===== config.mk =====
export PLATFORM = sky130hd
export DESIGN_NAME = gpio_pad_ctrl_flat
export DESIGN_NICKNAME = d
export VERILOG_FILES = /design/src/rtl/gpio_pad_ctrl_if.sv /design/src/rtl/gpio_pad_ctrl.sv /design/src/flat_wrapper.sv
export SDC_FILE = /design/constraint.sdc
export NUM_CORES = 1
export LEC_CHECK = 0
export BUFFER_PORTS_ARGS = -buffer_cell sky130_fd_sc_hd__buf_2
export CAP_MARGIN = 20
export CORE_UTILIZATION = 36
export CTS_CLUSTER_SIZE = 28
export DETAILED_ROUTE_END_ITERATION = 10
export GPL_TIMING_DRIVEN = 0
export PLACE_DENSITY = 0.73
export SYNTH_ARGS = -nofsm -noshare
export SYNTH_HDL_FRONTEND = slang
export SYNTH_SLANG_ARGS = --single-unit

===== constraint.sdc =====
create_clock -name CLK -period 0.8 [get_ports CLK]
set_input_delay 0.08 -clock CLK [delete_from_list [all_inputs] [get_ports CLK]]
set_output_delay 0.08 -clock CLK [all_outputs]
set_load 0.02 [all_outputs]

===== src/rtl/gpio_pad_ctrl_if.sv =====
// Signal bundle between the core, the pad cell and gpio_pad_ctrl.
// The master side is the core/pad environment; the slave side is the controller.
interface gpio_pad_ctrl_if;
  logic       CFG_WE;
  logic [7:0] CFG_WDATA;
  logic [7:0] CFG_RDATA;
  logic       DOUT;
  logic       DIN;
  logic       IRQ;
  logic       IRQ_CLR;
  logic       PAD_CS;
  logic       PAD_SL;
  logic       PAD_IE;
  logic       PAD_OE;
  logic       PAD_PU;
  logic       PAD_PD;
  logic       PAD_A;
  logic       PAD_PDRV0;
  logic       PAD_PDRV1;
  logic       PAD_Y;

  modport master (
    output CFG_WE, CFG_WDATA, DOUT, IRQ_CLR, PAD_Y,
    input  CFG_RDATA, DIN, IRQ,
    input  PAD_CS, PAD_SL, PAD_IE, PAD_OE, PAD_PU, PAD_PD, PAD_A, PAD_PDRV0, PAD_PDRV1
  );

  modport slave (
    input  CFG_WE, CFG_WDATA, DOUT, IRQ_CLR, PAD_Y,
    output CFG_RDATA, DIN, IRQ,
    output PAD_CS, PAD_SL, PAD_IE, PAD_OE, PAD_PU, PAD_PD, PAD_A, PAD_PDRV0, PAD_PDRV1
  );
endinterface


===== src/rtl/gpio_pad_ctrl.sv =====
// Per-pad control/config register, input synchroniser, debounce filter and sticky edge IRQ.
// Define GPIO_PAD_CTRL_DEBOUNCE_EN to build the debounce filter; otherwise DIN is the synchroniser output.
module gpio_pad_ctrl #(
  parameter int DB_CYCLES = 4,
  parameter int CNT_W     = 3,
  parameter int IRQ_MODE  = 0
) (
  input logic           CLK,
  input logic           RN,
  gpio_pad_ctrl_if.slave bus
);

  logic [7:0] cfg_r;
  logic       a_r;
  logic       sync1_r;
  logic       sync2_r;
  logic       din_prev_r;
  logic       irq_r;
  logic       din_s;
  logic       edge_raw_s;
  logic       edge_s;
  logic       ie_s;

  assign ie_s = cfg_r[1];

  // Configuration register; a PU+PD request keeps only the pull-up.
  always_ff @(posedge CLK or negedge RN) begin
    if (!RN) begin
      cfg_r <= 8'h00;
    end else if (bus.CFG_WE) begin
      cfg_r <= {bus.CFG_WDATA[7:4], bus.CFG_WDATA[3] & ~bus.CFG_WDATA[2], bus.CFG_WDATA[2:0]};
    end
  end

  // Registered core output data toward the pad.
  always_ff @(posedge CLK or negedge RN) begin
    if (!RN) begin
      a_r <= 1'b0;
    end else begin
      a_r <= bus.DOUT;
    end
  end

  // Two-flop synchroniser, held clear while the receiver is disabled.
  always_ff @(posedge CLK or negedge RN) begin
    if (!RN) begin
      sync1_r <= 1'b0;
      sync2_r <= 1'b0;
    end else if (!ie_s) begin
      sync1_r <= 1'b0;
      sync2_r <= 1'b0;
    end else begin
      sync1_r <= bus.PAD_Y;
      sync2_r <= sync1_r;
    end
  end

`ifdef GPIO_PAD_CTRL_DEBOUNCE_EN
  logic [CNT_W-1:0] cnt_r;
  logic [CNT_W-1:0] cnt_inc_s;
  logic             din_r;

  // Saturating increment so the counter can never wrap back into range.
  always_comb begin
    cnt_inc_s = cnt_r;
    if (cnt_r == {CNT_W{1'b1}}) begin
      cnt_inc_s = cnt_r;
    end else begin
      cnt_inc_s = cnt_r + CNT_W'(1);
    end
  end

  // Debounce filter: DIN follows sync only after DB_CYCLES consecutive disagreements.
  always_ff @(posedge CLK or negedge RN) begin
    if (!RN) begin
      cnt_r <= {CNT_W{1'b0}};
      din_r <= 1'b0;
    end else if (!ie_s) begin
      cnt_r <= {CNT_W{1'b0}};
      din_r <= 1'b0;
    end else if (sync2_r == din_r) begin
      cnt_r <= {CNT_W{1'b0}};
    end else if (cnt_inc_s == CNT_W'(DB_CYCLES)) begin
      cnt_r <= {CNT_W{1'b0}};
      din_r <= sync2_r;
    end else begin
      cnt_r <= cnt_inc_s;
    end
  end

  assign din_s = din_r;
`else
  assign din_s = sync2_r;
`endif

  // Edge qualification against the configured polarity.
  always_comb begin
    edge_raw_s = 1'b0;
    case (IRQ_MODE)
      32'sd0:  edge_raw_s = din_s & ~din_prev_r;
      32'sd1:  edge_raw_s = ~din_s & din_prev_r;
      32'sd2:  edge_raw_s = din_s ^ din_prev_r;
      default: edge_raw_s = 1'b0;
    endcase
  end

  assign edge_s = edge_raw_s & ie_s;

  // Sticky IRQ; a new edge takes priority over a simultaneous clear.
  // The previous-DIN flop is cleared with IE so a forced DIN drop is never an edge.
  always_ff @(posedge CLK or negedge RN) begin
    if (!RN) begin
      din_prev_r <= 1'b0;
      irq_r      <= 1'b0;
    end else begin
      din_prev_r <= ie_s ? din_s : 1'b0;
      if (edge_s) begin
        irq_r <= 1'b1;
      end else if (bus.IRQ_CLR) begin
        irq_r <= 1'b0;
      end else begin
        irq_r <= irq_r;
      end
    end
  end

  assign bus.CFG_RDATA = cfg_r;
  assign bus.DIN       = din_s;
  assign bus.IRQ       = irq_r;
  assign bus.PAD_OE    = cfg_r[0];
  assign bus.PAD_IE    = cfg_r[1];
  assign bus.PAD_PU    = cfg_r[2];
  assign bus.PAD_PD    = cfg_r[3];
  assign bus.PAD_CS    = cfg_r[4];
  assign bus.PAD_SL    = cfg_r[5];
  assign bus.PAD_PDRV0 = cfg_r[6];
  assign bus.PAD_PDRV1 = cfg_r[7];
  assign bus.PAD_A     = a_r;

endmodule


===== src/flat_wrapper.sv =====
// flat-port wrapper written by rule: the top's interface ports become plain ports
module gpio_pad_ctrl_flat 
#(
  parameter int DB_CYCLES = 4,
  parameter int CNT_W     = 3,
  parameter int IRQ_MODE  = 0
)
  (CLK, RN, bus_CFG_WE, bus_CFG_WDATA, bus_DOUT, bus_IRQ_CLR, bus_PAD_Y, bus_CFG_RDATA, bus_DIN, bus_IRQ, bus_PAD_CS, bus_PAD_SL, bus_PAD_IE, bus_PAD_OE, bus_PAD_PU, bus_PAD_PD, bus_PAD_A, bus_PAD_PDRV0, bus_PAD_PDRV1);
  gpio_pad_ctrl_if bus_i ();
  input logic CLK;
  input logic RN;
  input wire logic [$bits(bus_i.CFG_WE)-1:0] bus_CFG_WE;
  input wire logic [$bits(bus_i.CFG_WDATA)-1:0] bus_CFG_WDATA;
  input wire logic [$bits(bus_i.DOUT)-1:0] bus_DOUT;
  input wire logic [$bits(bus_i.IRQ_CLR)-1:0] bus_IRQ_CLR;
  input wire logic [$bits(bus_i.PAD_Y)-1:0] bus_PAD_Y;
  output wire logic [$bits(bus_i.CFG_RDATA)-1:0] bus_CFG_RDATA;
  output wire logic [$bits(bus_i.DIN)-1:0] bus_DIN;
  output wire logic [$bits(bus_i.IRQ)-1:0] bus_IRQ;
  output wire logic [$bits(bus_i.PAD_CS)-1:0] bus_PAD_CS;
  output wire logic [$bits(bus_i.PAD_SL)-1:0] bus_PAD_SL;
  output wire logic [$bits(bus_i.PAD_IE)-1:0] bus_PAD_IE;
  output wire logic [$bits(bus_i.PAD_OE)-1:0] bus_PAD_OE;
  output wire logic [$bits(bus_i.PAD_PU)-1:0] bus_PAD_PU;
  output wire logic [$bits(bus_i.PAD_PD)-1:0] bus_PAD_PD;
  output wire logic [$bits(bus_i.PAD_A)-1:0] bus_PAD_A;
  output wire logic [$bits(bus_i.PAD_PDRV0)-1:0] bus_PAD_PDRV0;
  output wire logic [$bits(bus_i.PAD_PDRV1)-1:0] bus_PAD_PDRV1;
  assign bus_i.CFG_WE = bus_CFG_WE;
  assign bus_i.CFG_WDATA = bus_CFG_WDATA;
  assign bus_i.DOUT = bus_DOUT;
  assign bus_i.IRQ_CLR = bus_IRQ_CLR;
  assign bus_i.PAD_Y = bus_PAD_Y;
  assign bus_CFG_RDATA = bus_i.CFG_RDATA;
  assign bus_DIN = bus_i.DIN;
  assign bus_IRQ = bus_i.IRQ;
  assign bus_PAD_CS = bus_i.PAD_CS;
  assign bus_PAD_SL = bus_i.PAD_SL;
  assign bus_PAD_IE = bus_i.PAD_IE;
  assign bus_PAD_OE = bus_i.PAD_OE;
  assign bus_PAD_PU = bus_i.PAD_PU;
  assign bus_PAD_PD = bus_i.PAD_PD;
  assign bus_PAD_A = bus_i.PAD_A;
  assign bus_PAD_PDRV0 = bus_i.PAD_PDRV0;
  assign bus_PAD_PDRV1 = bus_i.PAD_PDRV1;
  gpio_pad_ctrl #(.DB_CYCLES(DB_CYCLES), .CNT_W(CNT_W), .IRQ_MODE(IRQ_MODE)) u_core (.CLK(CLK), .RN(RN), .bus(bus_i));
endmodule

==> results.md, run 1 <==
Status:
- The run finished, with violations left.
- The final reports fail on setup timing.

Cells and area:
- 0 antenna diodes ended up in the layout.
- The count of cells in the finished layout, fillers not included, comes to 95.
- The share of final-layout standard cells stronger than drive strength 1 is 77.5%.
- The signed area change from the synthesized netlist to the final layout is 76.3%.
- The filler cells instantiated in the layout total 95.
- The count of nets after finishing is 95.
- The post-route cell area is 966 um^2.
- The share of the core filled with cells is 71.5%.

Synthesis:
- The synthesized design devotes to its leading area cell type 59.4% of total area.
- The post-synthesis register bit count is 13.
- Sequential cells were found to cover 59.4% of the synthesized design area.
- In this run the cell area of the synthesized design comes to 548 um^2.
- The number of unique standard cell types used by synthesis is 10.
- The synthesized design spends more area on one cell type than any other, namely sky130_fd_sc_hd__dfrtp_1.
- Synthesis handed over a netlist of 38 instances.
- During synthesis, Yosys emitted a total of 0 warnings.
- In the post-synthesis netlist, the biggest area contributors are sky130_fd_sc_hd__dfrtp_1 (59%), sky130_fd_sc_hd__mux2_4 (19%), sky130_fd_sc_hd__buf_4 (11%).
- The post-synthesis area per instance is 14.4 um^2.
- The dominant synthesized flop cell is sky130_fd_sc_hd__dfrtp_1.
- By count the netlist is led by sky130_fd_sc_hd__dfrtp_1 (13), sky130_fd_sc_hd__buf_4 (8), sky130_fd_sc_hd__mux2_4 (7).
- The share of async-settable or async-resettable flops after synthesis is 100%.
- The number of nets in the synthesized netlist is 52.
- The synthesized design contains 0 enable-type register cells.
- Among all cell types in the netlist, the one instantiated most often is sky130_fd_sc_hd__dfrtp_1.

GRT:
- Global routing finished with a remaining overflow of 0.
- Entering global routing, the biggest net connects 14 pins.
- The wire length of the first global-routing pass is 1790 um.
- The initial antenna violation count is 0.
- The number of global-route vias before repair is 442.
- The global router's overall resource usage is 17.4%.

Die:
- The core area is 1350 um^2.
- The initial utilization of the core area, before any placement, comes to 40.6%.
- The die extent in x is 41.0 um.
- The number of primary I/O pins is 33.
- The total die area is 1680 um^2.
- The floorplan has 13 rows.
- The height of the die is 41.0 um.

Place:
- The congestion estimate from routability-driven global placement came to 0.611.
- The placed instance count is 84.
- The area of placed instances is 731 um^2.
- The total of buffers placed on input and output ports is 31.

Timing:
- The clock skew is 0.00132 ns.
- Setup repair after global routing could not meet its margin everywhere.
- Measured against its own limit, the worst slew margin works out to 81.1%.
- The final number of max-transition violations came to 0.
- Setup violations remaining at the end of the flow were counted as 28.
- In the final timing run, aggregate negative setup slack is -3.44 ns.
- The minimum clock period is 1.02 ns.
- The timing-limited maximum frequency is 983 MHz.
- The worst setup slack after layout is -0.218 ns.
- The final hold violation count is 0.
- The worst path uses 127% of the clock period.
- At the pin with the least slew margin, the transition time is 0.283 ns.

Clocking:
- Clock-pin slew was measured on the worst setup and hold paths at 0.07 ns.
- The clock insertion delay at the later pin of the skew report is 0.27 ns.
- CTS built an H-tree with a depth of 1.
- The sink count of the clock tree is 13.
- The tree is rooted in a sky130_fd_sc_hd__clkbuf_4.
- The clock tree from TritonCTS is yes.
- The longest clock path from root to sink contains 2 buffers.
- The total CTS buffers is 3.

Power and ir drop:
- For this design the static power due to leakage is 0.499 nW.
- Across the VDD grid, the largest voltage drop is 1.19 mV.
- In this run the power density over the cells is 1800 nW/um^2.

Critical path:
- The highest net fanout along the worst path is 3.
- The largest individual stage delay along the critical path comes from the cell sky130_fd_sc_hd__dfrtp_2.
- Among the stages of the critical path, the cell type that occurs most often is sky130_fd_sc_hd__buf_6.
- The dominant delay contributor by cell family on the critical path is flip-flops.
- In this run the critical register-to-register path is launched from u_core.bus.CFG_RDATA[5].
- The number of buffers and inverters on the critical path is 2.
- The worst setup path is captured at an output port.
- The timing startpoint of the critical path is u_core.bus.CFG_RDATA[5].
- The critical setup path kind is flip-flop to output port.
- The signal on the critical path passes through buf_6, buf_6.
- The worst stage delay on the critical path is 0.43 ns.
- STA classifies the critical path startpoint as a flip-flop.
- The critical path data arrival time is 0.94 ns.
- For the worst setup path, the data required time is 0.72 ns.

Routing:
- Using the TritonRoute via totals, the vias-per-cell ratio works out to 4.35.
- In this run, the number of DRC markers left after iteration 0 of detailed routing was 3.
- The routed via count is 413.
- The wire length per cell is 11.9 um.
- The first detailed-routing pass ran for 2 iterations.
- In this run the remaining antenna-violating nets after routing total 0.
- For this run, design rule violations remaining after detail routing come to 0.
- The final routed wirelength across all metal layers is 1140 um.

Worst hold path:
- In this run the most critical hold path is launched from bus_PAD_Y.
- In this run the worst hold path is classified as primary input to flip-flop.

Run:
- The max capacitance violation total is 0.
timing repair:
action,in CTS,in global routing
gates resized for setup,44,2
setup buffers,4,0
pin swaps,0,0
endpoints found under the hold margin,15,0
hold buffers,3,0
endpoints found under the setup margin,20,29
through the flow:
step | worst slack, ns | hold slack [ns] | total power, mW
4_1_cts | -0.225 | 0.0162 | 1.75
3_3_place_gp | -0.00823 | -0.0271 | 1.16
6_report | -0.218 | 0.0234 | 1.74
2_1_floorplan | -0.0457 | -0.216 | 1.03
5_1_grt | -0.261 | 0.0171 | 1.85
3_5_place_dp | -0.0124 | -0.0253 | 1.16
where the power goes:
| group | total (mW) | switching, mW | internal [mW] | leakage [nW] |
|---|---|---|---|---|
| clock | 0.383 | 0.191 | 0.193 | 0.0150 |
| sequential | 0.776 | 0.0563 | 0.719 | 0.153 |
| combinational | 0.578 | 0.226 | 0.352 | 0.330 |
flip-flops by register name, indices dropped and copies added, names as in the netlist:
name,flops
u_core.bus.CFG_RDATA,8
u_core.bus.DIN,1
u_core.bus.IRQ,1
u_core.bus.PAD_A,1
u_core.din_prev_r,1
u_core.sync1_r,1
metal layers:
metal / part of all wire (%) / global-route usage, % / wire length, um / up-vias
met5: 0 / 0 / 0 / -
met4: 0 / 7.50 / 0 / 0
met3: 6.2 / 5.43 / 70 / 0
li1: - / - / - / 199
met1: 41 / 17.0 / 471 / 193
met2: 52 / 32.8 / 593 / 21
worst register-to-register path, cell delays in order, from the launching register on:
cell and delay, ns:
sky130_fd_sc_hd__dfrtp_2 0.43, sky130_fd_sc_hd__buf_4 0.14, sky130_fd_sc_hd__mux2_4 0.27
cell type report:
class                           instances  area [um^2]  share of cell area [%]
Buffer                                  9          101                    10.5
Clock buffer                            4         26.3                    2.72
Inverter                                3         11.3                    1.17
Multi-Input combinational cell         13          143                    14.8
Sequential cell                        13          334                    34.6
Tap cell                               15         18.8                    1.94
Timing Repair Buffer                   38          332                    34.3
final timing paths:
kind	cells after the start	slack, ns	end
setup / recovery	2	-0.22	bus_CFG_RDATA[5]
hold / removal	2	0.02	u_core.sync1_r
setup reg to reg	2	-0.15	u_core.bus.CFG_RDATA[5]
hold reg to reg	1	0.45	u_core.bus.IRQ
max in group asynchronous	2	0.34	u_core.bus.CFG_RDATA[4]
min in group asynchronous	2	0.22	u_core.bus.IRQ
cells in the final DEF (no fill, tap or decap):
master / netlist / routed
sky130_fd_sc_hd__clkbuf_1: 0 / 1
sky130_fd_sc_hd__clkbuf_4: 0 / 3
sky130_fd_sc_hd__buf_2: 0 / 13
sky130_fd_sc_hd__buf_4: 8 / 3
sky130_fd_sc_hd__buf_6: 1 / 28
sky130_fd_sc_hd__and2_1: 2 / 2
sky130_fd_sc_hd__mux2_4: 7 / 7
sky130_fd_sc_hd__nand2_2: 0 / 1
sky130_fd_sc_hd__inv_1: 3 / 3
sky130_fd_sc_hd__dfrtp_2: 0 / 7
sky130_fd_sc_hd__nand3b_1: 1 / 1
sky130_fd_sc_hd__dfrtp_1: 13 / 6
sky130_fd_sc_hd__o22ai_1: 1 / 1
sky130_fd_sc_hd__o21ai_0: 1 / 1
sky130_fd_sc_hd__dlygate4sd3_1: 0 / 3
kinds of logic (layout without fill, tap and decap cells):
kind of cell	Yosys count	count (layout)	share of synthesized area [%]
AOI/OAI and AO/OA	2	2	2.05
buffers and inverters	12	54	15.1
DFF	13	13	59.4
muxes	7	7	19.2
and+or+nand+nor	4	4	4.34
Note: power is estimated with default switching activity, not from simulation.
==> run 2: changes to the inputs <==
==> constraint.sdc (replaced) <==
create_clock -name CLK -period 0.8 [get_ports CLK]
set_input_delay 0.04 -clock CLK [delete_from_list [all_inputs] [get_ports CLK]]
set_output_delay 0.04 -clock CLK [all_outputs]
set_load 0.02 [all_outputs]
==> results.md, run 2 (same netlist as run 1, synthesis figures left out) <==
Status:
- Status: finished, violations left (unchanged).
- Violations in the final reports: setup timing (unchanged).

Cells and area:
- The commonest non-fill, non-tap cell in the layout was sky130_fd_sc_hd__buf_6 (unchanged).
- The number of fillers in the final layout came to 83 (was 95).
- The count of nets after finishing is 102 (was 95).
- Highest-count cells in the layout ignoring fill and taps: sky130_fd_sc_hd__buf_6 (29), sky130_fd_sc_hd__buf_2 (13), sky130_fd_sc_hd__dlygate4sd3_1 (10), sky130_fd_sc_hd__mux2_4 (7), sky130_fd_sc_hd__dfrtp_2 (7) (was sky130_fd_sc_hd__buf_6 (28), sky130_fd_sc_hd__buf_2 (13), sky130_fd_sc_hd__mux2_4 (7), sky130_fd_sc_hd__dfrtp_2 (7), sky130_fd_sc_hd__dfrtp_1 (6)).
- The number of flip-flops under the largest register name came to 8 (unchanged).
- The signed area change from the synthesized netlist to the final layout was 89.7% (was 76.3%).
- The share of the core filled with cells is 77.0% (was 71.5%).
- The count of inserted antenna diode cells is 0 (unchanged).
- The share of final-layout standard cells stronger than drive strength 1 is 71.3% (was 77.5%).

Place:
- The total of buffers placed on input and output ports came to 31 (unchanged).
- The global placer's final weighted congestion is 0.611 (unchanged).

Critical path:
- The worst stage delay on the critical path is 0.44 ns (was 0.43 ns).
- The cell with the largest stage delay on the worst path was sky130_fd_sc_hd__dfrtp_2 (unchanged).
- The element type at the critical path end is an output port (unchanged).
- The critical path data arrival time is 0.94 ns (about the same).
- The cell repeated most along the worst path is sky130_fd_sc_hd__buf_6 (unchanged).
- The startpoint type of the worst setup path was a flip-flop (unchanged).
- The highest net fanout along the worst path is 4 (was 3).
- The critical setup path kind is flip-flop to output port (unchanged).
- The flop-to-flop setup slack was -0.16 ns (was -0.15 ns).
- Crit-path cells: buf_6, buf_6 (unchanged).
- The timing startpoint of the critical path was u_core.bus.CFG_RDATA[1] (was u_core.bus.CFG_RDATA[5]).
- The startpoint of the worst-slack reg-to-reg timing path is u_core.bus.CFG_RDATA[1] (was u_core.bus.CFG_RDATA[5]).
- The worst endpoint required time is 0.76 ns (was 0.72 ns).

Clocking:
- The H-tree depth reported by CTS was 1 (unchanged).
- The clock tree from TritonCTS is yes (unchanged).
- The clock insertion delay at the later pin of the skew report is 0.27 ns (about the same).
- The total CTS buffers is 3 (unchanged).
- The root buffer cell was sky130_fd_sc_hd__clkbuf_4 (unchanged).
- The sink count of the clock tree is 13 (unchanged).
- The number of buffers on the longest clock path is 2 (unchanged).
- The clock-pin slew on the worst setup and hold paths was 0.07 ns (about the same).

Routing:
- The routed via count is 430 (was 413).
- The wire length per cell came to 12.0 um (was 11.9 um).
- The DRC violation total after the first TritonRoute iteration was 0 (was 3).
- The first-pass iteration count of the detailed router is 1 (was 2).
- The final routed wirelength across all metal layers was 1220 um (was 1140 um).
- The via density per instance came to 4.22 (was 4.35).
- The total DRC errors in the routed layout was 0 (unchanged).
- The final antenna-violating net count is 0 (unchanged).

GRT:
- The global router's overall resource usage is 18.5% (was 17.4%).
- The total global routing overflow is 0 (unchanged).
- The wire length of the first global-routing pass is 1890 um (was 1790 um).
- The initial antenna violation count is 0 (unchanged).
- The number of global-route vias before repair is 443 (was 442).
- The largest net degree at the start of global routing came to 14 (unchanged).

Timing:
- The clock skew is 0.000900 ns (was 0.00132 ns).
- The worst setup slack after layout was -0.182 ns (was -0.218 ns).
- The minimum clock period is 0.982 ns (was 1.02 ns).
- The measured slew at the worst slew-check pin is 0.277 ns (was 0.283 ns).
- The timing-limited maximum frequency is 1020 MHz (was 983 MHz).
- Unrepaired setup endpoints after global routing: true (unchanged).
- The final hold violation count came to 0 (unchanged).
- The worst slack on hold paths is 0.0117 ns (was 0.0234 ns).
- The fraction of the cycle the final worst path needs was 123% (was 127%).
- The final number of max-transition violations came to 0 (unchanged).
- The final count of negative-setup-slack endpoints came to 28 (unchanged).
- The headroom to the max-slew limit is 81.5% (was 81.1%).
- The post-route setup TNS is -2.73 ns (was -3.44 ns).

Die:
- The initial core utilization is 40.6% (unchanged).
- The number of cell rows is 13 (unchanged).
- The height of the die was 41.0 um (unchanged).
- The number of primary I/O pins was 33 (unchanged).
- The die extent in x came to 41.0 um (unchanged).
- The total die area is 1680 um^2 (unchanged).
- The core area is 1350 um^2 (unchanged).

Power and ir drop:
- The power per standard cell area is 1700 nW/um^2 (was 1800 nW/um^2).
- The post-layout total power is 1.77 mW (was 1.74 mW).
- The peak supply drop is 1.17 mV (was 1.19 mV).
- The cell leakage power is 0.529 nW (was 0.499 nW).

Worst hold path:
- The worst min-delay path startpoint was bus_CFG_WDATA[2] (was bus_PAD_Y).
- The worst min-delay path category is primary input to flip-flop (unchanged).

Run:
- The max capacitance violation total is 0 (unchanged).
## run 2: cell count changes in the layout (fill, tap and decap cells not counted), sizes merged
cell         before  now
dlygate4sd3       3   10
## run 2: worst paths after layout
kind	to	cells past startpoint
min in group asynchronous	u_core.bus.DIN	2
min reg2reg	u_core.bus.IRQ	1
max reg2reg	u_core.bus.CFG_RDATA[1]	2
min	u_core.bus.CFG_RDATA[2]	2
max in group asynchronous	u_core.bus.CFG_RDATA[5]	2
max	bus_CFG_RDATA[1]	2
## run 2: routing by layer
layer	global-route usage, %	part of all wire, %
met1	19.8	41
met2	33.2	53
met3	5.43	6.4
met4	7.50	0
met5	0	0
## run 2: cell type report
type | count | area [um^2] | area share (%)
buffer | 9 | 101 | 9.75
multi-input combinational | 13 | 143 | 13.7
tap | 15 | 18.8 | 1.81
timing repair buffer | 45 | 405 | 39.0
clock buffer | 4 | 26.3 | 2.53
inverter | 3 | 11.3 | 1.08
sequential | 13 | 334 | 32.1
## run 2: what timing repair did
item                                    in CTS  in global routing
endpoints found under the hold margin       21                  1
endpoints found under the setup margin      20                 29
gates resized for setup                     44                  3
setup buffers                                4                  0
hold buffers                                 9                  1
pin swaps                                    0                  0
## run 2: worst max-delay path: cells and delay by family (launching register included)
kind / cells / cell delay [ns]
buf+inv: 2 / 0.24
flops: 1 / 0.44
## run 2: power by group
| part | internal (mW) | total, mW | switching, mW | leakage (nW) |
|---|---|---|---|---|
| clock network | 0.193 | 0.380 | 0.187 | 0.0150 |
| registers | 0.719 | 0.778 | 0.0585 | 0.153 |
| logic | 0.377 | 0.608 | 0.231 | 0.361 |
| total | 1.29 | 1.77 | 0.477 | 0.529 |
## run 2: stage by stage
stage / setup slack, ns / cell area, um^2 / instances
6_report: -0.182 / 1040 / 102
4_1_cts: -0.185 / 1020 / 101
2_1_floorplan: -0.0457 / 557 / 38
5_1_grt: -0.227 / 1040 / 102
3_5_place_dp: -0.0124 / 731 / 84
3_3_place_gp: -0.00823 / 731 / 84
